`src/rtl/bcd_to_bin_seq_pkg.sv`:
```
// rtl/bcd_to_bin_seq_pkg.sv - shared types, constants and width helper for the BCD-to-binary converter
package bcd_pkg;

  localparam logic [3:0] DIGIT_MAX = 4'd9;

  typedef enum logic [1:0] {
    IDLE = 2'd0,
    CONV = 2'd1,
    HOLD = 2'd2
  } state_t;

  // ceil(log2(10^digits)): the binary width needed for the largest DIGITS-digit decimal value
  function automatic int bin_width(input int digits);
    longint p;
    p = 1;
    for (int i = 0; i < digits; i++) p = p * 10;
    return $clog2(p);
  endfunction

endpackage

```
`src/rtl/bcd_to_bin_seq_if.sv`:
```
// rtl/bcd_to_bin_seq_if.sv - BCD word input and binary result output handshakes
interface bcd_to_bin_seq_if #(
  parameter int DIGITS = 4,
  parameter int BIN_W  = 14
);
  logic [4*DIGITS-1:0] bcd_in;
  logic                in_valid;
  logic                in_ready;
  logic [BIN_W-1:0]    bin_out;
  logic                out_valid;
  logic                out_ready;
  logic                err;

  modport master (
    output bcd_in, in_valid, out_ready,
    input  in_ready, bin_out, out_valid, err
  );

  modport slave (
    input  bcd_in, in_valid, out_ready,
    output in_ready, bin_out, out_valid, err
  );
endinterface

```
`src/rtl/bcd_to_bin_seq_digit_mac.sv`:
```
// rtl/bcd_to_bin_seq_digit_mac.sv - one decimal step: acc*10 + digit, modulo 2^BIN_W
module bcd_digit_mac
  import bcd_pkg::*;
#(
  parameter int BIN_W = 14
) (
  input  logic [BIN_W-1:0] acc,
  input  logic [3:0]       digit,
  output logic [BIN_W-1:0] out,
  output logic             digit_bad
);

  // Bits above BIN_W never reach the result, so the sum is formed directly at BIN_W.
  assign out       = (acc << 3) + (acc << 1) + BIN_W'(digit);
  assign digit_bad = (digit > DIGIT_MAX);

endmodule

```
`src/rtl/bcd_to_bin_seq.sv`:
```
// rtl/bcd_to_bin_seq.sv - iterative packed-BCD to binary converter, MSD first; BCD_TO_BIN_ERR_CHECK_EN enables invalid-digit flagging
module bcd_to_bin_seq
  import bcd_pkg::*;
#(
  parameter int DIGITS = 4,
  parameter int BIN_W  = 14
) (
  input logic             clk,
  input logic             rst_n,
  bcd_to_bin_seq_if.slave bus
);

  localparam int CNT_W = (DIGITS > 1) ? $clog2(DIGITS) : 1;
  localparam logic [CNT_W-1:0] CNT_LAST = CNT_W'(DIGITS - 1);

`ifdef BCD_TO_BIN_ERR_CHECK_EN
  localparam bit ERR_EN = 1'b1;
`else
  localparam bit ERR_EN = 1'b0;
`endif

  if (BIN_W != bin_width(DIGITS)) begin : g_bad_bin_w
    $error("bcd_to_bin_seq: BIN_W does not match DIGITS");
  end

  state_t              state;
  state_t              state_next;
  logic [4*DIGITS-1:0] sr;
  logic [BIN_W-1:0]    acc;
  logic [BIN_W-1:0]    bin_r;
  logic [CNT_W-1:0]    cnt;
  logic                err_r;
  logic                err_next;
  logic [BIN_W-1:0]    mac_out;
  logic                digit_bad;
  logic                in_ready_c;
  logic                out_valid_c;
  logic                conv_last;

  bcd_digit_mac #(.BIN_W(BIN_W)) u_mac (
    .acc       (acc),
    .digit     (sr[4*DIGITS-1 -: 4]),
    .out       (mac_out),
    .digit_bad (digit_bad)
  );

  assign conv_last = (cnt == CNT_LAST);
  assign err_next  = err_r | digit_bad;

  always_ff @(posedge clk or negedge rst_n) begin
    if (!rst_n) state <= IDLE;
    else        state <= state_next;
  end

  always_comb begin
    state_next  = state;
    in_ready_c  = 1'b0;
    out_valid_c = 1'b0;
    case (state)
      IDLE: begin
        in_ready_c = 1'b1;
        if (bus.in_valid) state_next = CONV;
      end
      CONV: begin
        if (conv_last) state_next = HOLD;
      end
      HOLD: begin
        out_valid_c = 1'b1;
        if (bus.out_ready) state_next = IDLE;
      end
      default: state_next = IDLE;
    endcase
  end

  always_ff @(posedge clk or negedge rst_n) begin
    if (!rst_n) begin
      sr    <= '0;
      acc   <= '0;
      bin_r <= '0;
      cnt   <= '0;
      err_r <= 1'b0;
    end else begin
      case (state)
        IDLE: begin
          if (bus.in_valid) begin
            sr    <= bus.bcd_in;
            acc   <= '0;
            cnt   <= '0;
            err_r <= 1'b0;
          end
        end
        CONV: begin
          acc   <= mac_out;
          sr    <= sr << 4;
          cnt   <= cnt + 1'b1;
          err_r <= err_next;
          // The published result changes only here, so it survives HOLD and the following IDLE.
          if (conv_last) bin_r <= (ERR_EN && err_next) ? '0 : mac_out;
        end
        default: ;
      endcase
    end
  end

  assign bus.in_ready  = in_ready_c;
  assign bus.out_valid = out_valid_c;
  assign bus.bin_out   = bin_r;
  assign bus.err       = ERR_EN ? err_r : 1'b0;

endmodule
```
`src/flat_wrapper.sv`:
```
// flat-port wrapper written by rule: the top's interface ports become plain ports
module bcd_to_bin_seq_flat import bcd_pkg::*;
#(
  parameter int DIGITS = 4,
  parameter int BIN_W  = 14
)
  (clk, rst_n, bus_bcd_in, bus_in_valid, bus_out_ready, bus_in_ready, bus_bin_out, bus_out_valid, bus_err);
  bcd_to_bin_seq_if #(.DIGITS(DIGITS), .BIN_W(BIN_W)) bus_i ();
  input logic clk;
  input logic rst_n;
  input wire logic [$bits(bus_i.bcd_in)-1:0] bus_bcd_in;
  input wire logic [$bits(bus_i.in_valid)-1:0] bus_in_valid;
  input wire logic [$bits(bus_i.out_ready)-1:0] bus_out_ready;
  output wire logic [$bits(bus_i.in_ready)-1:0] bus_in_ready;
  output wire logic [$bits(bus_i.bin_out)-1:0] bus_bin_out;
  output wire logic [$bits(bus_i.out_valid)-1:0] bus_out_valid;
  output wire logic [$bits(bus_i.err)-1:0] bus_err;
  assign bus_i.bcd_in = bus_bcd_in;
  assign bus_i.in_valid = bus_in_valid;
  assign bus_i.out_ready = bus_out_ready;
  assign bus_in_ready = bus_i.in_ready;
  assign bus_bin_out = bus_i.bin_out;
  assign bus_out_valid = bus_i.out_valid;
  assign bus_err = bus_i.err;
  bcd_to_bin_seq #(.DIGITS(DIGITS), .BIN_W(BIN_W)) u_core (.clk(clk), .rst_n(rst_n), .bus(bus_i));
endmodule
```
`config.mk`:
```
export PLATFORM = sky130hd
export DESIGN_NAME = bcd_to_bin_seq_flat
export DESIGN_NICKNAME = d
export VERILOG_FILES = /design/src/rtl/bcd_to_bin_seq_pkg.sv /design/src/rtl/bcd_to_bin_seq_if.sv /design/src/rtl/bcd_to_bin_seq_digit_mac.sv /design/src/rtl/bcd_to_bin_seq.sv /design/src/flat_wrapper.sv
export SDC_FILE = /design/constraint.sdc
export NUM_CORES = 1
export LEC_CHECK = 0
export BUFFER_PORTS_ARGS = -buffer_cell sky130_fd_sc_hd__buf_4
export CORE_ASPECT_RATIO = 1.25
export CORE_UTILIZATION = 50
export CTS_CLUSTER_DIAMETER = 120
export DETAILED_ROUTE_END_ITERATION = 10
export HOLD_SLACK_MARGIN = 0.06
export MAX_ROUTING_LAYER = met4
export PLACE_DENSITY_LB_ADDON = 0.15
export SLEW_MARGIN = 20
export SYNTH_ARGS = -nofsm -noshare
export SYNTH_HDL_FRONTEND = slang
export SYNTH_SLANG_ARGS = --single-unit
```
`constraint.sdc`:
```
create_clock -name clk -period 7 [get_ports clk]
set_input_delay 1.05 -clock clk [delete_from_list [all_inputs] [get_ports clk]]
set_output_delay 1.05 -clock clk [all_outputs]
set_load 0.02 [all_outputs]
```
==> results of run 1 <==
[sequential cells by signal, summed over array words and instances (netlist names)]
| signal | flops |
|---|---|
| u_core.sr | 16 |
| u_core.bus.bin_out | 14 |
| u_core.acc | 13 |
| u_core.cnt | 2 |
| u_core.state | 2 |
[cells by family after synthesis]
| family | after synthesis |
|---|---|
| buffers and inverters | 18 |
| AO/OA/AOI/OAI | 84 |
| flip-flops | 47 |
| other | 1 |
| multiplexers | 4 |
| XOR/XNOR | 9 |
| AND/OR/NAND/NOR | 70 |
| adder cells (fa/ha/maj) | 25 |
[routing by layer]
layer / vias to the layer above / global-route usage (%) / wire [µm] / part of all wire (%)
met4: 0 / 8.94 / 95 / 1.9
met1: 934 / 27.7 / 2410 / 47
met5: - / - / 0 / 0
met3: 6 / 4.12 / 125 / 2.4
li1: 982 / - / - / -
met2: 30 / 36.1 / 2500 / 49
[final timing paths]
kind / from / to / slack [ns] / depth (start not counted)
min in group asynchronous: rst_n / u_core.bus.bin_out[4]$_DFFE_PN0P_ / 0.74 / 1
min: u_core.bus.bin_out[13]$_DFFE_PN0P_ / u_core.bus.bin_out[13]$_DFFE_PN0P_ / 0.48 / 2
max reg2reg: u_core.acc[0]$_DFFE_PN0P_ / u_core.bus.bin_out[10]$_DFFE_PN0P_ / 4.24 / 9
min reg2reg: u_core.bus.bin_out[13]$_DFFE_PN0P_ / u_core.bus.bin_out[13]$_DFFE_PN0P_ / 0.48 / 2
max: u_core.acc[0]$_DFFE_PN0P_ / u_core.bus.bin_out[10]$_DFFE_PN0P_ / 4.24 / 9
max in group asynchronous: rst_n / u_core.cnt[0]$_DFFE_PN0P_ / 5.84 / 1
[layout by cell type, fill, tap and decap left out, drive strengths merged, types with 3 or more instances in the layout]
cell type and instances:
ha 23, mux2 4, xnor2 4, nor2b 6
a21o 5, clkbuf 8, inv 6, o31ai 3
xor2 5, nand2 40, a21oi 25, and3b 12
buf 36, a22o 5, o21ai 34, dfrtp 47
and3 3
[power groups by stage]
stage	clock network (mW)	logic, mW	registers (mW)
after global placement	0	0.814	0.511
after floorplan	0	0.601	0.506
after global routing	0.198	0.937	0.527
final	0.180	0.825	0.508
after CTS	0.184	0.831	0.509
after detailed placement	0	0.828	0.514
[cell type report]
cell class | instances | area [µm²] | area share [%]
timing repair buffer | 36 | 270 | 9.09
sequential | 47 | 1180 | 39.5
multi-input combinational | 193 | 1330 | 44.7
tap | 60 | 75.1 | 2.52
inverter | 6 | 22.5 | 0.757
clock buffer | 8 | 100 | 3.37
[critical path: stages (launching register included)]
cell and delay (ns):
dfrtp_1 0.37, inv_1 0.07, fa_1 0.53, inv_1 0.07, fa_1 0.47, a21o_1 0.19
a221oi_1 0.46, o2bb2ai_1 0.19, xor2_1 0.19, o21ai_0 0.09
==> summary.md, run 1 <==
| Metric | Value |
|---|---|
| Slew margin rel. | `26.2%` |
| Total power | `1.51 mW` |
| Reg clk slew, reported paths | `0.09 ns` |
| Die footprint | `5450 µm²` |
| Syn Nets | `303` |
| Largest area contributor in the synthesized netlist | `dfrtp_1` |
| # clock sinks | `47` |
| Main combinational cell family by area after synthesis | `compound AO/OA/AOI/OAI gates` |
| Share of cells above drive strength 1 | `17.9%` |
| Internal power | `852 µW` |
| First-pass GRT wire length | `8740 µm` |
| TritonCTS buffer count | `5` |
| Synth top area share | `45.6%` |
| Most common cell in the synthesized netlist | `dfrtp_1` |
| Core area | `4830 µm²` |
| Fin Setup TNS | `0 ns` |
| Clock tree buffer depth | `2` |
| Simple-Gate Fraction of Synth Area | `14.1%` |
| Design area | `2970 µm²` |
| GRT Overall Usage | `22.3%` |
| Core Util, Final | `61.5%` |
| Post-route non-filler standard cell count | `350` |
| Endpoint class of the critical path | `register` |
| Post-synth EDFFs | `0` |
| Number of cells after detailed placement | `342` |
| Nets@finish | `334` |
| Detail Placement HPWL | `3650 µm` |
| Leakage | `1.51 nW` |
| Worst min path class | `reg -> reg` |
| Root Buffer | `clkbuf_8` |
| Cells after Synth | `258` |
| Clk_lat worst skew | `0.30 ns` |
| Endpoints failing hold | `0` |
| Vias per cell | `5.58` |
| Initial Utilization | `53.3%` |
| Worst setup SP type | `register` |
| Chip Height | `82.3 µm` |
| Final ANT Viol Nets | `0` |
| VDD IR max | `0.213 mV` |
| Pin count of the biggest net entering global routing | `48` |
| Clock period minus worst slack | `2.76 ns` |
| Setup WS pre-CTS | `4.23 ns` |
| Register area share after synthesis | `45.6%` |
| Mux contribution to synthesized area | `1.75%` |
| Cts-stage hold buffer count | `0` |
| Commonest register cell after synthesis | `dfrtp_1` |
| Die width | `66.2 µm` |
| Diodes inserted | `0` |
| Max FO, Critical Path | `3` |
| Synth Area in XOR/XNOR | `3.06%` |
| Max Cap Violations | `0` |
| PwrDens | `509 nW/µm²` |
| DRC errors left | `0` |
| Top post-synthesis cells by area | `dfrtp_1 (46%), ha_1 (11%), o21ai_0 (6.6%), nand2_1 (5.8%), a21oi_1 (4.7%)` |
| Number of placement rows | `28` |
| FILL cells | `415` |
| CTS tree | `done` |
| Sequential share of power | `33.6%` |
| H-tree Lvls | `2` |
| Layout Area Growth over Synthesis | `15.3%` |
| RSZ-0062 raised after global routing | `false` |
| Syn_area_per_cell | `10.0 µm²` |
| Initial antenna violation count | `0` |
| Post-synthesis adder-cell area fraction | `12.7%` |
| Worst Path Required | `7.16 ns` |
| Grt ovf | `0` |
| Status | `finished, final reports clean` |
| Sw Ratio | `43.7%` |
| Fmax | `362 MHz` |
| Clock skew | `0.00869 ns` |
| Synthesis warning total | `0` |
| WP data arrival | `2.92 ns` |
| Top cells by count, synth | `dfrtp_1 (47), nand2_1 (40), o21ai_0 (34), a21oi_1 (24), ha_1 (23)` |
| Worst-margin pin slew | `1.10 ns` |
| Post-CTS setup buffers | `0` |
| Distinct cell type count after synthesis | `38` |
| Drt total wl | `5130 µm` |
| Net Sw Power | `661 µW` |
| Post-synth ARST share | `100%` |
| Mapped Area | `2580 µm²` |
| Worst Slack Setup Final | `4.24 ns` |
| Dpl cell area | `2870 µm²` |
| Routed vias | `1952` |
| First-pass detailed-route iteration total | `6` |
| Iter 0 DRT Violations | `81` |
| Pins Over Slew Limit | `0` |
| GP Congestion | `0.912` |
| Clock power share | `11.9%` |
| Hold Slack | `0.485 ns` |
| Port bufs | `35` |
| Wire per inst | `14.6 µm` |
| Final setup vio count | `0` |
| Yosys reg bits | `47` |
| Top Ports | `37` |
| Setup CP Type | `reg -> reg` |
| Final Cycle Share | `39.5%` |
| Comb power frac | `54.5%` |
| CTS resizes | `0` |
| Vias in the first global route | `1846` |
| Synth Area in Compound Gates | `19.8%` |
(Power assumes the default switching activity.)
==> run 2, diff against run 1 <==
==> constraint.sdc (replaced) <==
create_clock -name clk -period 2.9 [get_ports clk]
set_input_delay 0.435 -clock clk [delete_from_list [all_inputs] [get_ports clk]]
set_output_delay 0.435 -clock clk [all_outputs]
set_load 0.02 [all_outputs]
==> run 2 against run 1 <==
Critical path depth increased by 1. Sequential share of layout area about the same. Maximum frequency increased by 2.5%. Final area about the same. Routed wire length decreased by 1.3%. Via count increased by 0.82%. Global-route usage increased by 0.054 points. Non-clock buffer count increased by 4. Setup slack got worse by 4.0 ns. Clock-buffer cell count decreased by 2. Die area unchanged. Sequential power increased by 130%.
==> summary.md, run 2 (synthesis results as in run 1) <==
| Metric | Value |
|---|---|
| Grt ovf | `0 (unchanged)` |
| Net Sw Power | `1.58 mW (+140%)` |
| Chip Height | `82.3 µm (unchanged)` |
| Layout Area Growth over Synthesis | `15.4% (about the same)` |
| Status | `finished, final reports clean` |
| CTS tree | `done` |
| Routed vias | `1968 (+0.82%)` |
| Iter 0 DRT Violations | `111 (+37%)` |
| M3 GR Usage | `3.57% (-0.55 points)` |
| Share of cells above drive strength 1 | `18.5% (+0.56 points)` |
| Die width | `66.2 µm (unchanged)` |
| Final Cycle Share | `92.9% (+53 points)` |
| Grt met1 use | `28.0% (+0.33 points)` |
| Worst Path Required | `3.04 ns (-4.12 ns)` |
| Pins Over Slew Limit | `0 (unchanged)` |
| Reg clk slew, reported paths | `0.08 ns (about the same)` |
| Number of placement rows | `28 (unchanged)` |
| Setup CP Type | `reg -> reg` |
| Detail Placement HPWL | `3690 µm (+0.84%)` |
| Worst min path class | `in -> async` |
| H-tree Lvls | `2 (unchanged)` |
| Number of cells after detailed placement | `346 (+1.2%)` |
| RSZ-0062 raised after global routing | `false` |
| Total power | `3.61 mW (+140%)` |
| Drt total wl | `5060 µm (-1.3%)` |
| Top Ports | `37 (unchanged)` |
| GP Congestion | `0.860 (-5.6%)` |
| Cts-stage hold buffer count | `0 (unchanged)` |
| TritonCTS buffer count | `5 (unchanged)` |
| Fmax | `371 MHz (+2.5%)` |
| Pin count of the biggest net entering global routing | `48 (unchanged)` |
| Port bufs | `35 (unchanged)` |
| Initial Utilization | `53.3% (unchanged)` |
| Clock skew | `0.00890 ns (+0.000209 ns)` |
| Sw Ratio | `43.8% (+0.16 points)` |
| Post-CTS setup buffers | `0 (unchanged)` |
| Fin Setup TNS | `0 ns (unchanged)` |
| Worst setup SP type | `register` |
| Max Cap Violations | `0 (unchanged)` |
| Final ANT Viol Nets | `0 (unchanged)` |
| Core area | `4830 µm² (unchanged)` |
| # clock sinks | `47 (unchanged)` |
| Commonest non-fill, non-tap cell in the layout | `dfrtp_1` |
| Vias in the first global route | `1874 (+1.5%)` |
| Clock tree buffer depth | `2 (unchanged)` |
| Diodes inserted | `0 (unchanged)` |
| PwrDens | `1210 nW/µm² (+140%)` |
| Clock power share | `10.0% (-1.9 points)` |
| WP data arrival | `2.83 ns (-0.09 ns)` |
| CTS resizes | `0 (unchanged)` |
| Final setup vio count | `0 (unchanged)` |
| Nets@finish | `338 (+1.2%)` |
| Die footprint | `5450 µm² (unchanged)` |
| GRT Overall Usage | `22.4% (+0.054 points)` |
| Clock period minus worst slack | `2.70 ns (-0.0666 ns)` |
| Max FO, Critical Path | `3 (unchanged)` |
| Endpoints failing hold | `0 (unchanged)` |
| VDD IR max | `0.422 mV (+98%)` |
| Commonest cells after routing, fill and taps aside | `dfrtp_1 (47), nand2_1 (40), buf_4 (40)` |
| Sequential share of power | `31.8% (-1.8 points)` |
| Initial antenna violation count | `0 (unchanged)` |
| M2 GR Usage | `37.1% (+1.0 points)` |
| DRC errors left | `0 (unchanged)` |
| Worst-margin pin slew | `0.748 ns (-0.357 ns)` |
| Wire per inst | `14.4 µm (-1.8%)` |
| Endpoint class of the critical path | `register` |
| Largest register FFs | `16 (unchanged)` |
| Post-route non-filler standard cell count | `352 (+0.57%)` |
| First-pass GRT wire length | `8960 µm (+2.6%)` |
| GR peak layer | `met2` |
| First-pass detailed-route iteration total | `4 (-2)` |
| Clk_lat worst skew | `0.29 ns (about the same)` |
| Comb power frac | `58.2% (+3.7 points)` |
| Internal power | `2.03 mW (+140%)` |
| Root Buffer | `clkbuf_8` |
| Largest Register | `u_core.sr` |
| Leakage | `1.51 nW (+0.32%)` |
| Slew margin rel. | `50.0% (+24 points)` |
| Vias per cell | `5.59 (+0.25%)` |
[run 2: power groups by stage]
stage	sequential (mW)	combinational (mW)	clock [mW]
6_report	1.15	2.10	0.360
5_1_grt	1.19	2.40	0.399
4_1_cts	1.15	2.13	0.373
3_5_place_dp	1.16	2.11	0
3_3_place_gp	1.15	2.08	0
2_1_floorplan	1.22	1.45	0
[run 2: through the flow]
| stage | area [µm²] | worst slack (ns) | util [%] | hold slack [ns] |
|---|---|---|---|---|
| after global routing | 2980 | 0.0174 | 61.6 | 0.192 |
| after floorplan | 2580 | 0.363 | - | 0.139 |
| after CTS | 2980 | 0.207 | 61.6 | 0.162 |
| after detailed placement | 2900 | 0.234 | 60.1 | 0.472 |
| after global placement | 2900 | 0.295 | 60.1 | 0.463 |
| final | 2980 | 0.205 | 61.6 | 0.136 |
[run 2: worst paths after layout]
check | startpoint | endpoint | slack, ns | cells past startpoint
worst max-delay path | u_core.acc[0]$_DFFE_PN0P_ | u_core.bus.bin_out[10]$_DFFE_PN0P_ | 0.20 | 10
worst min-delay path | rst_n | u_core.bus.bin_out[6]$_DFFE_PN0P_ | 0.14 | 1
min in group clk | bus_out_ready | u_core.state[1]$_DFFE_PN0P_ | 0.33 | 2
max in group asynchronous | rst_n | u_core.state[0]$_DFFE_PN0P_ | 2.35 | 1
worst max register to register | u_core.acc[0]$_DFFE_PN0P_ | u_core.bus.bin_out[10]$_DFFE_PN0P_ | 0.20 | 10
worst min register to register | u_core.bus.bin_out[12]$_DFFE_PN0P_ | u_core.bus.bin_out[12]$_DFFE_PN0P_ | 0.49 | 2
[run 2: final cells by class]
type                            instances  area, µm²
Clock buffer                            6       72.6
Fill cell                             460       1860
Inverter                                6       22.5
Multi-Input combinational cell        193       1330
Sequential cell                        47       1180
Tap cell                               60       75.1
Timing Repair Buffer                   40        300
[run 2: metal layers]
layer / up-vias / part of all wire, %
li1: 979 / -
met1: 951 / 46
met2: 33 / 50
met3: 5 / 2.5
met4: 0 / 1.4
met5: - / 0
[run 2: critical path, stage by stage, from the launching register on]
cell	delay, ns
dfrtp_1	0.38
inv_1	0.07
fa_1	0.53
inv_1	0.07
fa_1	0.47
a21o_1	0.20
a221oi_1	0.24
buf_4	0.18
o2bb2ai_1	0.13
xor2_1	0.18
o21ai_0	0.11
==> run 3, diff against run 2 <==
--- a/config.mk
+++ b/config.mk
@@ -5,7 +5,7 @@
 export SDC_FILE = /design/constraint.sdc
 export NUM_CORES = 1
 export LEC_CHECK = 0
-export BUFFER_PORTS_ARGS = -buffer_cell sky130_fd_sc_hd__buf_4
+export BUFFER_PORTS_ARGS = -buffer_cell sky130_fd_sc_hd__buf_2
 export CORE_ASPECT_RATIO = 1.25
 export CORE_UTILIZATION = 50
 export CTS_CLUSTER_DIAMETER = 120
==> run 3 against run 2 <==
Register-to-register slack better by 0.02 ns. Non-clock buffer count unchanged. Final area is 1.8% lower. Setup slack improved by 0.023 ns. Sequential cell count did not move. Largest power group unchanged. Highest routed layer unchanged.
==> summary.md, run 3 (synthesis results as in run 1) <==
| Metric | Value |
|---|---|
| Status | `finished, final reports clean` |
| GRT Overall Usage | `21.8% (-0.54 points)` |
| Leakage | `1.51 nW (-0.35%)` |
| Worst setup SP type | `register` |
| Die footprint | `5450 µm² (unchanged)` |
| PwrDens | `1250 nW/µm² (+3.1%)` |
| WP data arrival | `2.86 ns (+0.03 ns)` |
| Post-CTS setup buffers | `0 (unchanged)` |
| Core area | `4830 µm² (unchanged)` |
| Nets@finish | `338 (unchanged)` |
| Setup CP Type | `reg -> reg` |
| Max FO, Critical Path | `3 (unchanged)` |
| Chip Height | `82.3 µm (unchanged)` |
| Diodes inserted | `0 (unchanged)` |
| TritonCTS buffer count | `5 (unchanged)` |
| Commonest non-fill, non-tap cell in the layout | `dfrtp_1` |
| Internal power | `2.03 mW (+0.30%)` |
| Routed vias | `1956 (-0.61%)` |
| Critical R2R Capture | `u_core.bus.bin_out[10]$_DFFE_PN0P_` |
| RSZ-0062 raised after global routing | `false` |
| Number of placement rows | `28 (unchanged)` |
| Net Sw Power | `1.62 mW (+2.5%)` |
| Total power | `3.66 mW (+1.3%)` |
| Reg2reg setup slack | `0.23 ns (+0.02 ns)` |
| Vias per cell | `5.53 (-1.2%)` |
| Top Ports | `37 (unchanged)` |
| Port bufs | `35 (unchanged)` |
| CTS resizes | `0 (unchanged)` |
| Top delay family on crit path | `adder cells` |
| R2R Path Start | `u_core.acc[0]$_DFFE_PN0P_` |
| GP Congestion | `0.902 (+4.8%)` |
| Fmax | `374 MHz (+0.84%)` |
| Initial Utilization | `53.3% (unchanged)` |
| Footprint of the multi-input gates | `1330 µm² (+0.28%)` |
| Core Util, Final | `60.5% (-1.1 points)` |
| Commonest cells after routing, fill and taps aside | `dfrtp_1 (47), nand2_1 (40), o21ai_0 (34), buf_2 (34), a21oi_1 (24)` |
| Grt ovf | `0 (unchanged)` |
| Pin count of the biggest net entering global routing | `48 (unchanged)` |
| Final Cycle Share | `92.2% (-0.78 points)` |
| Highest-delay cell along the critical path | `fa_1` |
| Worst min path class | `in -> async` |
| Fin Setup TNS | `0 ns (unchanged)` |
| H-tree Lvls | `2 (unchanged)` |
| Clk_lat worst skew | `0.30 ns (about the same)` |
| Vias in the first global route | `1780 (-5.0%)` |
| # clock sinks | `47 (unchanged)` |
| Detail Placement HPWL | `3700 µm (+0.28%)` |
| Layout Area Growth over Synthesis | `13.3%` |
| Clock power share | `12.0% (+2.0 points)` |
| Die width | `66.2 µm (unchanged)` |
| Iter 0 DRT Violations | `153 (+38%)` |
| Crit-path cells | `inv_1, fa_1, inv_1, fa_1, a21o_1, a221oi_1, buf_4, o2bb2ai_1, xor2_1, o21ai_0` |
| Buffer and inverter count on the worst path | `3 (unchanged)` |
| Max Cap Violations | `0 (unchanged)` |
| Final ANT Viol Nets | `0 (unchanged)` |
| Clock period minus worst slack | `2.67 ns (-0.0225 ns)` |
| VDD IR max | `0.525 mV (+24%)` |
| FF+latch area | `1180 µm² (unchanged)` |
| First-pass detailed-route iteration total | `4 (unchanged)` |
| Largest register FFs | `16 (unchanged)` |
| Initial antenna violation count | `0 (unchanged)` |
| Cts-stage hold buffer count | `0 (unchanged)` |
| Share of cells above drive strength 1 | `19.4% (+0.89 points)` |
| Worst Path Required | `3.08 ns (+0.04 ns)` |
| FILL cells | `436 (-5.2%)` |
| Wire per inst | `14.8 µm (+3.0%)` |
| Sequential share of power | `31.3% (-0.5 points)` |
| Root Buffer | `clkbuf_8` |
| Reg clk slew, reported paths | `0.09 ns (about the same)` |
| Pins Over Slew Limit | `0 (unchanged)` |
| Endpoints failing hold | `0 (unchanged)` |
| Drt total wl | `5240 µm (+3.6%)` |
| First-pass GRT wire length | `8540 µm (-4.7%)` |
| Final setup vio count | `0 (unchanged)` |
| Crit path largest cell delay | `0.53 ns (about the same)` |
| Slew margin rel. | `58.5% (+8.5 points)` |
| CTS tree | `done` |
| Sw Ratio | `44.4% (+0.53 points)` |
| Endpoint class of the critical path | `register` |
| Clock skew | `0.0111 ns (+0.00217 ns)` |
| Comb power frac | `56.8% (-1.4 points)` |
| R2R cell count | `10 (unchanged)` |
| DRC errors left | `0 (unchanged)` |
| Clock tree buffer depth | `2 (unchanged)` |
| Worst-margin pin slew | `0.621 ns (-0.127 ns)` |
| Largest Register | `u_core.sr` |
[run 3: cell count changes in the layout (fill, tap and decap cells not counted)]
cell / change
buf_2: +34
buf_4: -34
clkbuf_8: +2
o21bai_1: -1
o21bai_2: +1
[run 3: per-stage QoR]
step / hold slack, ns / cell area, µm² / setup WS, ns / cells
floorplan: 0.139 / 2580 / 0.363 / 258
global placement: 0.457 / 2820 / 0.313 / 346
detailed placement: 0.465 / 2820 / 0.257 / 346
CTS: 0.323 / 2920 / 0.241 / 354
global route: 0.170 / 2920 / 0.0963 / 354
finish: 0.123 / 2920 / 0.227 / 354
[run 3: per-layer routing]
layer  up-vias  wire length [µm]  GRT usage, %
met5         -                 0             -
met4         0                21          7.02
met3         2               122          4.12
met2        32              2700          36.7
met1       933              2400          26.5
li1        989                 -             -
[run 3: worst max-delay path by stage]
stage	startpoint	end	slack (ns)	cells past startpoint
after floorplan	u_core.acc[0]$_DFFE_PN0P_	u_core.bus.bin_out[10]$_DFFE_PN0P_	0.36	9
after global placement	u_core.acc[0]$_DFFE_PN0P_	u_core.acc[10]$_DFFE_PN0P_	0.31	10
after detailed placement	u_core.acc[0]$_DFFE_PN0P_	u_core.bus.bin_out[10]$_DFFE_PN0P_	0.26	10
after CTS	u_core.acc[0]$_DFFE_PN0P_	u_core.bus.bin_out[10]$_DFFE_PN0P_	0.24	10
after global routing	u_core.acc[0]$_DFFE_PN0P_	u_core.acc[10]$_DFFE_PN0P_	0.1	10
final	u_core.acc[0]$_DFFE_PN0P_	u_core.bus.bin_out[10]$_DFFE_PN0P_	0.23	10
[run 3: power by group through the flow]
stage               Combinational (mW)  Clock (mW)  Sequential [mW]
floorplan                         1.45           0             1.22
global placement                  2.02           0             1.15
detailed placement                2.08           0             1.16
CTS                               2.09       0.449             1.15
global route                      2.33       0.476             1.18
finish                            2.08       0.437             1.14
[run 3: final cells by class]
class | instances | area share (%)
Clock buffer | 8 | 3.42
Inverter | 6 | 0.771
Multi-Input combinational cell | 193 | 45.6
Sequential cell | 47 | 40.2
Tap cell | 60 | 2.57
Timing Repair Buffer | 40 | 7.36
